<file path="src/rtl/prog_loader_pkg.sv">
// rtl/prog_loader_pkg.sv - shared types and constants for the serial program loader
package prog_loader_pkg;

  // Instruction word width and the bit counter that frames it.
  localparam int WORD_W   = 16;
  localparam int BITCNT_W = 4;

  typedef enum logic [1:0] {
    IDLE = 2'd0,
    LOAD = 2'd1,
    HOLD = 2'd2
  } state_t;

endpackage

</file>
<file path="src/rtl/sync_edge.sv">
// rtl/sync_edge.sv - multi-flop synchronizer with rise/fall detect
//
// Purpose: bring one asynchronous pin into the clk domain and flag its edges.
// Ports:
//   clk, rst_n  system clock, asynchronous active-low reset
//   d           asynchronous input
//   q           synchronized level (STAGES flops deep)
//   rise, fall  one-cycle pulses on a synchronized 0->1 / 1->0 change
module sync_edge #(
  parameter int   STAGES  = 2,
  parameter logic RST_VAL = 1'b0
) (
  input  logic clk,
  input  logic rst_n,
  input  logic d,
  output logic q,
  output logic rise,
  output logic fall
);

  logic [STAGES-1:0] chain;
  logic              q_d;

  always_ff @(posedge clk or negedge rst_n) begin
    if (!rst_n) begin
      chain <= {STAGES{RST_VAL}};
      q_d   <= RST_VAL;
    end else begin
      chain <= {chain[STAGES-2:0], d};
      q_d   <= chain[STAGES-1];
    end
  end

  assign q    = chain[STAGES-1];
  assign rise = q & ~q_d;
  assign fall = ~q & q_d;

endmodule

</file>
<file path="src/rtl/spi_prog_loader.sv">
// rtl/spi_prog_loader.sv - serial program loader: shifts in 16-bit words and writes program RAM
//
// Purpose: receives instruction words on nCS/SCK/MOSI, writes them to program
// RAM from address 0 and holds the CPU in reset during and shortly after a load.
// Ports:
//   clk, rst_n       system clock, asynchronous active-low reset
//   ncs, sck, mosi   serial pins (asynchronous), MSB first, sampled on sck rise
//   mem_we           one-cycle write strobe per received word
//   mem_addr         write address, restarts at 0 each session, never wraps
//   mem_wdata        write data
//   cpu_rst_n        CPU reset, low while loading and for RST_HOLD cycles after
//   loading          high while a session is active
//   word_count       words written in the current/last session
//   overflow         sticky: a complete word arrived with RAM already full
//   partial          sticky: the session ended mid-word
module spi_prog_loader
  import prog_loader_pkg::*;
#(
  parameter int ADDR_W      = 9,
  parameter int DEPTH       = 512,
  parameter int SYNC_STAGES = 2,
  parameter int RST_HOLD    = 8
) (
  input  logic              clk,
  input  logic              rst_n,
  input  logic              ncs,
  input  logic              sck,
  input  logic              mosi,
  output logic              mem_we,
  output logic [ADDR_W-1:0] mem_addr,
  output logic [WORD_W-1:0] mem_wdata,
  output logic              cpu_rst_n,
  output logic              loading,
  output logic [ADDR_W:0]   word_count,
  output logic              overflow,
  output logic              partial
);

  localparam logic [ADDR_W:0]   DEPTH_C   = (ADDR_W+1)'(DEPTH);
  localparam logic [ADDR_W-1:0] LAST_ADDR = ADDR_W'(DEPTH - 1);
  localparam logic [7:0]        HOLD_INIT = 8'(RST_HOLD);

  // ---------------------------------------------------------------------------
  // Pin synchronizers
  // ---------------------------------------------------------------------------
  logic ncs_s, ncs_rise, ncs_fall;
  logic sck_s, sck_rise, sck_fall;
  logic mosi_s, mosi_rise, mosi_fall;

  sync_edge #(.STAGES(SYNC_STAGES), .RST_VAL(1'b1)) u_sync_ncs (
    .clk(clk), .rst_n(rst_n), .d(ncs),
    .q(ncs_s), .rise(ncs_rise), .fall(ncs_fall)
  );

  sync_edge #(.STAGES(SYNC_STAGES), .RST_VAL(1'b0)) u_sync_sck (
    .clk(clk), .rst_n(rst_n), .d(sck),
    .q(sck_s), .rise(sck_rise), .fall(sck_fall)
  );

  sync_edge #(.STAGES(SYNC_STAGES), .RST_VAL(1'b0)) u_sync_mosi (
    .clk(clk), .rst_n(rst_n), .d(mosi),
    .q(mosi_s), .rise(mosi_rise), .fall(mosi_fall)
  );

  // Only the ncs level, the sck rise and the mosi level drive the logic.
  logic unused_sync;
  assign unused_sync = ^{ncs_rise, ncs_fall, sck_s, sck_fall, mosi_rise, mosi_fall};

  // ---------------------------------------------------------------------------
  // State
  // ---------------------------------------------------------------------------
  state_t              state_q, state_d;
  logic [7:0]          hold_q, hold_d;
  logic [BITCNT_W-1:0] bit_cnt_q, bit_cnt_d;
  logic [WORD_W-1:0]   shift_q, shift_d;

  logic                mem_we_d;
  logic [ADDR_W-1:0]   mem_addr_d;
  logic [WORD_W-1:0]   mem_wdata_d;
  logic                cpu_rst_n_d;
  logic                loading_d;
  logic [ADDR_W:0]     word_count_d;
  logic                overflow_d;
  logic                partial_d;

  logic [WORD_W-1:0]   shift_next;
  assign shift_next = {shift_q[WORD_W-2:0], mosi_s};

  always_ff @(posedge clk or negedge rst_n) begin
    if (!rst_n) begin
      state_q    <= HOLD;
      hold_q     <= HOLD_INIT;
      bit_cnt_q  <= '0;
      shift_q    <= '0;
      mem_we     <= 1'b0;
      mem_addr   <= '0;
      mem_wdata  <= '0;
      cpu_rst_n  <= 1'b0;
      loading    <= 1'b0;
      word_count <= '0;
      overflow   <= 1'b0;
      partial    <= 1'b0;
    end else begin
      state_q    <= state_d;
      hold_q     <= hold_d;
      bit_cnt_q  <= bit_cnt_d;
      shift_q    <= shift_d;
      mem_we     <= mem_we_d;
      mem_addr   <= mem_addr_d;
      mem_wdata  <= mem_wdata_d;
      cpu_rst_n  <= cpu_rst_n_d;
      loading    <= loading_d;
      word_count <= word_count_d;
      overflow   <= overflow_d;
      partial    <= partial_d;
    end
  end

  always_comb begin
    state_d      = state_q;
    hold_d       = hold_q;
    bit_cnt_d    = bit_cnt_q;
    shift_d      = shift_q;
    mem_we_d     = 1'b0;
    mem_addr_d   = mem_addr;
    mem_wdata_d  = mem_wdata;
    cpu_rst_n_d  = cpu_rst_n;
    loading_d    = loading;
    word_count_d = word_count;
    overflow_d   = overflow;
    partial_d    = partial;

    // Retire the write strobed last cycle. Independent of state so a word
    // completed just before ncs rises still advances the address and count.
    if (mem_we) begin
      word_count_d = word_count + (ADDR_W+1)'(1);
      if (mem_addr != LAST_ADDR) begin
        mem_addr_d = mem_addr + ADDR_W'(1);
      end
    end

    case (state_q)
      IDLE: begin
        cpu_rst_n_d = 1'b1;
        if (!ncs_s) begin
          state_d      = LOAD;
          loading_d    = 1'b1;
          cpu_rst_n_d  = 1'b0;
          mem_addr_d   = '0;
          bit_cnt_d    = '0;
          word_count_d = '0;
          overflow_d   = 1'b0;
          partial_d    = 1'b0;
        end
      end

      LOAD: begin
        cpu_rst_n_d = 1'b0;
        // ncs release wins over a coincident sck rise.
        if (ncs_s) begin
          if (bit_cnt_q != '0) begin
            partial_d = 1'b1;
          end
          bit_cnt_d = '0;
          state_d   = HOLD;
          hold_d    = HOLD_INIT;
          loading_d = 1'b0;
        end else if (sck_rise) begin
          shift_d   = shift_next;
          bit_cnt_d = bit_cnt_q + BITCNT_W'(1);
          if (bit_cnt_q == '1) begin
            if (word_count < DEPTH_C) begin
              mem_we_d    = 1'b1;
              mem_wdata_d = shift_next;
            end else begin
              overflow_d = 1'b1;
            end
          end
        end
      end

      HOLD: begin
        cpu_rst_n_d = 1'b0;
        if (!ncs_s) begin
          // Reload before the hold expires: CPU never leaves reset.
          state_d      = LOAD;
          loading_d    = 1'b1;
          mem_addr_d   = '0;
          bit_cnt_d    = '0;
          word_count_d = '0;
          overflow_d   = 1'b0;
          partial_d    = 1'b0;
        end else if (hold_q <= 8'd1) begin
          // Last hold cycle: release the CPU on the transition itself.
          hold_d      = '0;
          state_d     = IDLE;
          cpu_rst_n_d = 1'b1;
        end else begin
          hold_d = hold_q - 8'd1;
        end
      end

      default: begin
        state_d = HOLD;
        hold_d  = HOLD_INIT;
      end
    endcase
  end

endmodule

</file>
<file path="config.mk">
export PLATFORM = sky130hd
export DESIGN_NAME = spi_prog_loader
export DESIGN_NICKNAME = d
export VERILOG_FILES = /design/src/rtl/prog_loader_pkg.sv /design/src/rtl/sync_edge.sv /design/src/rtl/spi_prog_loader.sv
export SDC_FILE = /design/constraint.sdc
export NUM_CORES = 1
export LEC_CHECK = 0
export BUFFER_PORTS_ARGS = -buffer_cell sky130_fd_sc_hd__buf_4
export CORE_ASPECT_RATIO = 0.8
export CORE_MARGIN = 3
export CORE_UTILIZATION = 45
export CTS_CLUSTER_DIAMETER = 200
export DETAILED_ROUTE_END_ITERATION = 6
export PLACE_DENSITY = 0.71
export SKIP_CTS_REPAIR_TIMING = 1
export SYNTH_ARGS = -nofsm -noshare
export SYNTH_HDL_FRONTEND = slang
export SYNTH_SLANG_ARGS = --single-unit
</file>
<file path="constraint.sdc">
create_clock -name clk -period 4.2 [get_ports clk]
set_input_delay 0.63 -clock clk [delete_from_list [all_inputs] [get_ports clk]]
set_output_delay 0.63 -clock clk [all_outputs]
set_load 0.01 [all_outputs]
</file>
* After elaboration in Yosys (flattened, before gate mapping) *
Cells that the tools add are included.
W data, S select, Z words.

storage, ports and cells
  register bits after elaboration = 76
  output and inout port bits = 40
  memories kept = 0
  bits in latches = 0
  memory bits (writable) = 0
  logic and storage cells = 95
  bits in read-only memories = 0

operators by class
  multipliers = 0
  equality and inequality tests = 15
  mux-type cells = 41
  bitwise logic cells = 4
  shift operators = 0
  $lt $le $gt $ge = 2
  add/sub/neg operators = 4
  reductions and logical operators = 13
  divide/modulo/power cells = 0

operator list
  cell                     number
  $mux W9                  4
  $mux W10                 3
  $mux W8                  3
  $pmux W8 S3              1
  $mux W1                  17
  $reduce_and A3 Y1        5
  $ne A2 B2 Y1 const B     7
  $mux W4                  3
  $add A10 B1 Y10 const B  1
  $lt A10 B10 Y1 const B   1
  $add A9 B1 Y9 const B    1
  $ne A9 B9 Y1 const B     1
  $le A8 B1 Y1 const B     1
  $mux W2                  4
  $pmux W4 S2              1
  $sub A8 B1 Y8 const B    1
  $pmux W1 S2              3
  $pmux W2 S3              1
  $reduce_and A6 Y1        1
  $reduce_and A5 Y1        1
  $add A4 B1 Y4 const B    1
  $eq A4 B4 Y1 const B     1
  $ne A2 B1 Y1 const B     2
  $reduce_and A4 Y1        1
  12 further kinds         14

* Longest topological paths before layout *
  depth in word-level cells = 6
  depth in mapped cells = 9

* Modules after synthesis *
Synthesis repeated with hierarchy kept, for this count alone.

second synthesis, totals
  cell total of the unflattened synthesis = 299
  area, all modules = 3510.9 um2

modules (own cells, without submodules)
  module                        cells each  instances  sequential area each (um2)  area each (um2)
  spi_prog_loader               284         1          1729.2                      3236.9
  sync_edge at u_sync_mosi ...  5           2          75.1                        90.1
  sync_edge at u_sync_ncs       5           1          78.8                        93.8

* Worst setup path before layout *
No wires, ideal clock.

  path type = flip-flop to flip-flop
  start = register state_q[1]
  end = register bit_cnt_q[3]
  path buffers = 0
  stages on the path, launching flop included = 7
  arrival time = 2.084 ns
  setup slack = 2.047 ns
  clock period less this slack = 2.153 ns
  setup time = 0.069 ns
  cells stage by stage = dfstp_2 inv_1 ha_1 or2_1 a221o_1 or4_1 nand3_1

between the ends
  longest elaborated chain between the ends = 4
  elaborated cells on any way between the ends = 9
  classes of those cells = eq/ne: 4; mux: 1; reduce/logical: 4

RTL lines
  what                                                                        line                    RTL
  start, declared                                                             spi_prog_loader.sv:72   state_t state_q, state_d;
  start signal, assigned                                                      spi_prog_loader.sv:104  state_q <= state_d;
  $eq A2 B2 Y1 / $logic_not A2 Y1 (equally long branches)                     spi_prog_loader.sv:142  case (state_q)
  $reduce_or A2 Y1 (no source line)                                           --
  $ne A2 B2 Y1 (no source line) / $reduce_bool A2 Y1 (equally long branches)  --
  $reduce_and A3 Y1 (no source line)                                          --
  end signal, assigned                                                        spi_prog_loader.sv:106  bit_cnt_q <= bit_cnt_d;
  end, declared                                                               spi_prog_loader.sv:74   logic [BITCNT_W-1:0] bit_cnt_q, bit_cnt_d;

Parallel ways exist; a longest one is shown, timed or not.
A chain may end at the register's enable or synchronous reset.

* Final worst setup path *
  start = register state_q[1]
  end = register mem_wdata[12]

between the ends
  longest elaborated chain between the ends = 2

RTL lines
  what                                line                    RTL
  $eq A2 B1 Y1                        spi_prog_loader.sv:142
  $reduce_and A5 Y1 (no source line)  --
  end signal, assigned                spi_prog_loader.sv:110  mem_wdata <= mem_wdata_d;
  end, declared                       spi_prog_loader.sv:31   output logic [WORD_W-1:0] mem_wdata,

No other way between the ends.

==> flow_metrics.py <==
metrics = {
    "synth": {
        "syn_nets": 309,
        "synth_seq_cells": 76,
        "yosys_warnings": 0,
        "ys.flop_type": "dfrtp_1",
        "synth_edf_count": 0,
        "syn-mean-instance-area_um2": 11.6,
        "synth_cell_types": 50,
        "syn_area_um2": 3400,
        "synthArstFlopShare": 1.00,
        "synth_seq_area_share": 0.560,
        "synth_cells": 293,
    },
    "cells_and_area": {
        "area_growth_pct": 17.8,
        "final_common_cell": "dfrtp_1",
        "multiInputGateArea_um2": 1410,
        "nets": 358,
        "drive_gt1_frac": 0.294,
        "final_cell_mix": "72 x dfrtp_1, 45 x buf_4, 32 x mux2_2",
        "antennaDiodeCount": 0,
        "regArea_um2": 1910,
        "fillers": 603,
    },
    "global_route": {
        "grtUsageTotal": 0.161,
        "grt_pass1_vias": 2250,
        "grt_max_degree": 77,
        "grt-ovfl-total": 0,
        "grt_antenna_before_repair": 0,
        "grt_pass1_wl_um": 11000,
    },
    "sta": {
        "min_period_ps": 2890,
        "fin_tns_setup_ps": 0,
        "setup_viol": 0,
        "fin_crit_sh": 0.689,
        "final-hold-violation-count": 0,
        "tightest_slew_ps": 918,
        "worst_slack_ps": 1310,
        "slew_headroom": 0.388,
        "skew_ps": 9.17,
        "fmax_mhz": 346,
        "slew_violations": 0,
        "rsz0062_at_grt": "false",
    },
    "critical_path": {
        "slowest_delay_ps": 810,
        "cp.arrival_ps": 3130,
        "endpoint_kind": "register",
        "critPathKind": "register to register",
        "cp.required_ps": 4430,
        "path_max_fanout": 17,
        "crit_top_cell": "and2b_1",
        "start_kind": "register",
        "crit_chain": "inv_1, ha_1, and2b_1, and2b_1, nor3b_4, mux2_2",
        "r2r_cells": 6,
        "slowest_stage": "nor3b_4",
    },
    "floorplanning": {
        "io_pins": 45,
        "start_util": 0.480,
        "die_y_um": 83.8,
        "rows": 27,
        "die_area_um2": 8650,
        "die_w_um": 103,
        "coreArea_um2": 7090,
    },
    "route": {
        "antenna_left": 0,
        "drc": 0,
        "drt_iter0_drc": 102,
        "wl_um": 6350,
        "dr.pass1.iters": 4,
        "route.vias.total": 2320,
        "routedWlPerCell_um": 14.6,
        "viasPerCell": 5.35,
    },
    "worst_hold_path": {
        "hold_path_depth": 0,
        "min_path_type": "register to register",
    },
    "power_and_ir_drop": {
        "powerDensity_nw_per_um2": 482,
        "p_leak_uw": 0.00197,
        "peakVddDrop_mv": 0.197,
    },
    "clock_network": {
        "clock_sinks": 76,
        "path_clk_slew_ps": 80,
        "clk_latency_ps": 340,
        "cts_buffers": 9,
        "root_buffer": "clkbuf_8",
        "cts.path.max_buffers": 2,
        "cts_htree_levels": 3,
        "cts_tree": "yes",
    },
    "placement": {
        "preCtsSetupSlack_ps": 1270,
        "port_buffers": 44,
        "dp_hpwl_um": 4360,
        "place_congestion": 0.786,
    },
    "run": {
        "cap_violations": 0,
    },
    "run_status": {
        "status": "complete, no violations",
    },
}
-- per-layer routing --
metal,up-vias,part of all wire,GRT usage
met5,-,0,0
met4,0,0.012,0.0424
met3,8,0.052,0.0535
met2,49,0.46,0.239
met1,1137,0.48,0.227
li1,1126,-,-
-- per-stage QoR --
| stage | util | instance area [um2] | total power [uW] | hold slack [ps] | cells |
|---|---|---|---|---|---|
| 2_1_floorplan | - | 3400 | 1250 | 331 | 293 |
| 3_5_place_dp | 0.537 | 3810 | 1390 | 341 | 418 |
| 3_3_place_gp | 0.537 | 3810 | 1380 | 332 | 418 |
| 4_1_cts | 0.565 | 4010 | 1950 | 358 | 434 |
| 6_report | 0.565 | 4010 | 1930 | 355 | 434 |
| 5_1_grt | 0.565 | 4010 | 2070 | 358 | 434 |
-- where the power goes --
group / internal, uW / total, uW / switching, uW
combinational: 196 / 481 / 285
sequential: 819 / 902 / 82.6
clock: 277 / 551 / 274
total: 1290 / 1930 / 642
-- cell type report --
class / instances / area share
clock buffer: 9 / 0.0309
clock inverter: 7 / 0.0184
inverter: 12 / 0.0112
multi-input combinational: 198 / 0.352
sequential: 76 / 0.476
tap: 87 / 0.0272
timing repair buffer: 45 / 0.0843
-- worst paths after layout --
path | to | start | slack [ps]
max | mem_wdata[12] | state_q[1] | 1310
min | u_sync_sck.chain[1] | u_sync_sck.chain[0] | 360
max reg2reg | mem_wdata[12] | state_q[1] | 1310
min reg2reg | u_sync_sck.chain[1] | u_sync_sck.chain[0] | 360
max in group asynchronous | hold_q[5] | rst_n | 3190
min in group asynchronous | mem_addr[6] | rst_n | 410
-- kinds of logic after synthesis --
family | share of synthesized area
AOI/OAI and AO/OA | 0.0691
xor gates and xnor gates | 0.0334
adders and majority gates | 0.0404
buffers and inverters | 0.0250
DFF | 0.560
muxes | 0.118
and+or+nand+nor | 0.154
-- critical path: cells and delay by family (launching register included) --
family | cells | cell delay [ps]
flops | 1 | 400
simple gates | 3 | 1580
fa+ha+maj | 1 | 300
buf+inv | 1 | 90
mux | 1 | 410
-- cell usage after synthesis (7+ instances only) --
cell type  number  share of area
ha_1           11          0.040
inv_1          12          0.013
nand2b_1        7          0.013
nor2_1         29          0.032
nand3_1        13          0.019
nor3_1          7          0.010
dfrtp_1        72           0.53
xor2_1          9          0.023
nand2_1        19          0.021
o21ai_0        13          0.019
a21oi_1         7          0.010
mux2_2         32           0.11
-- flip-flops by register name, summed over array words and instances, names as in the netlist --
name               cells
u_sync_sck.chain       2
hold_q                 8
partial                1
mem_we                 1
u_sync_ncs.chain       2
u_sync_mosi.chain      2
shift_q               15
u_sync_sck.q_d         1
bit_cnt_q              4
state_q                2
mem_wdata             16
mem_addr               9
loading                1
word_count            10
cpu_rst_n              1
overflow               1
Power figures use the tool's default switching activity.
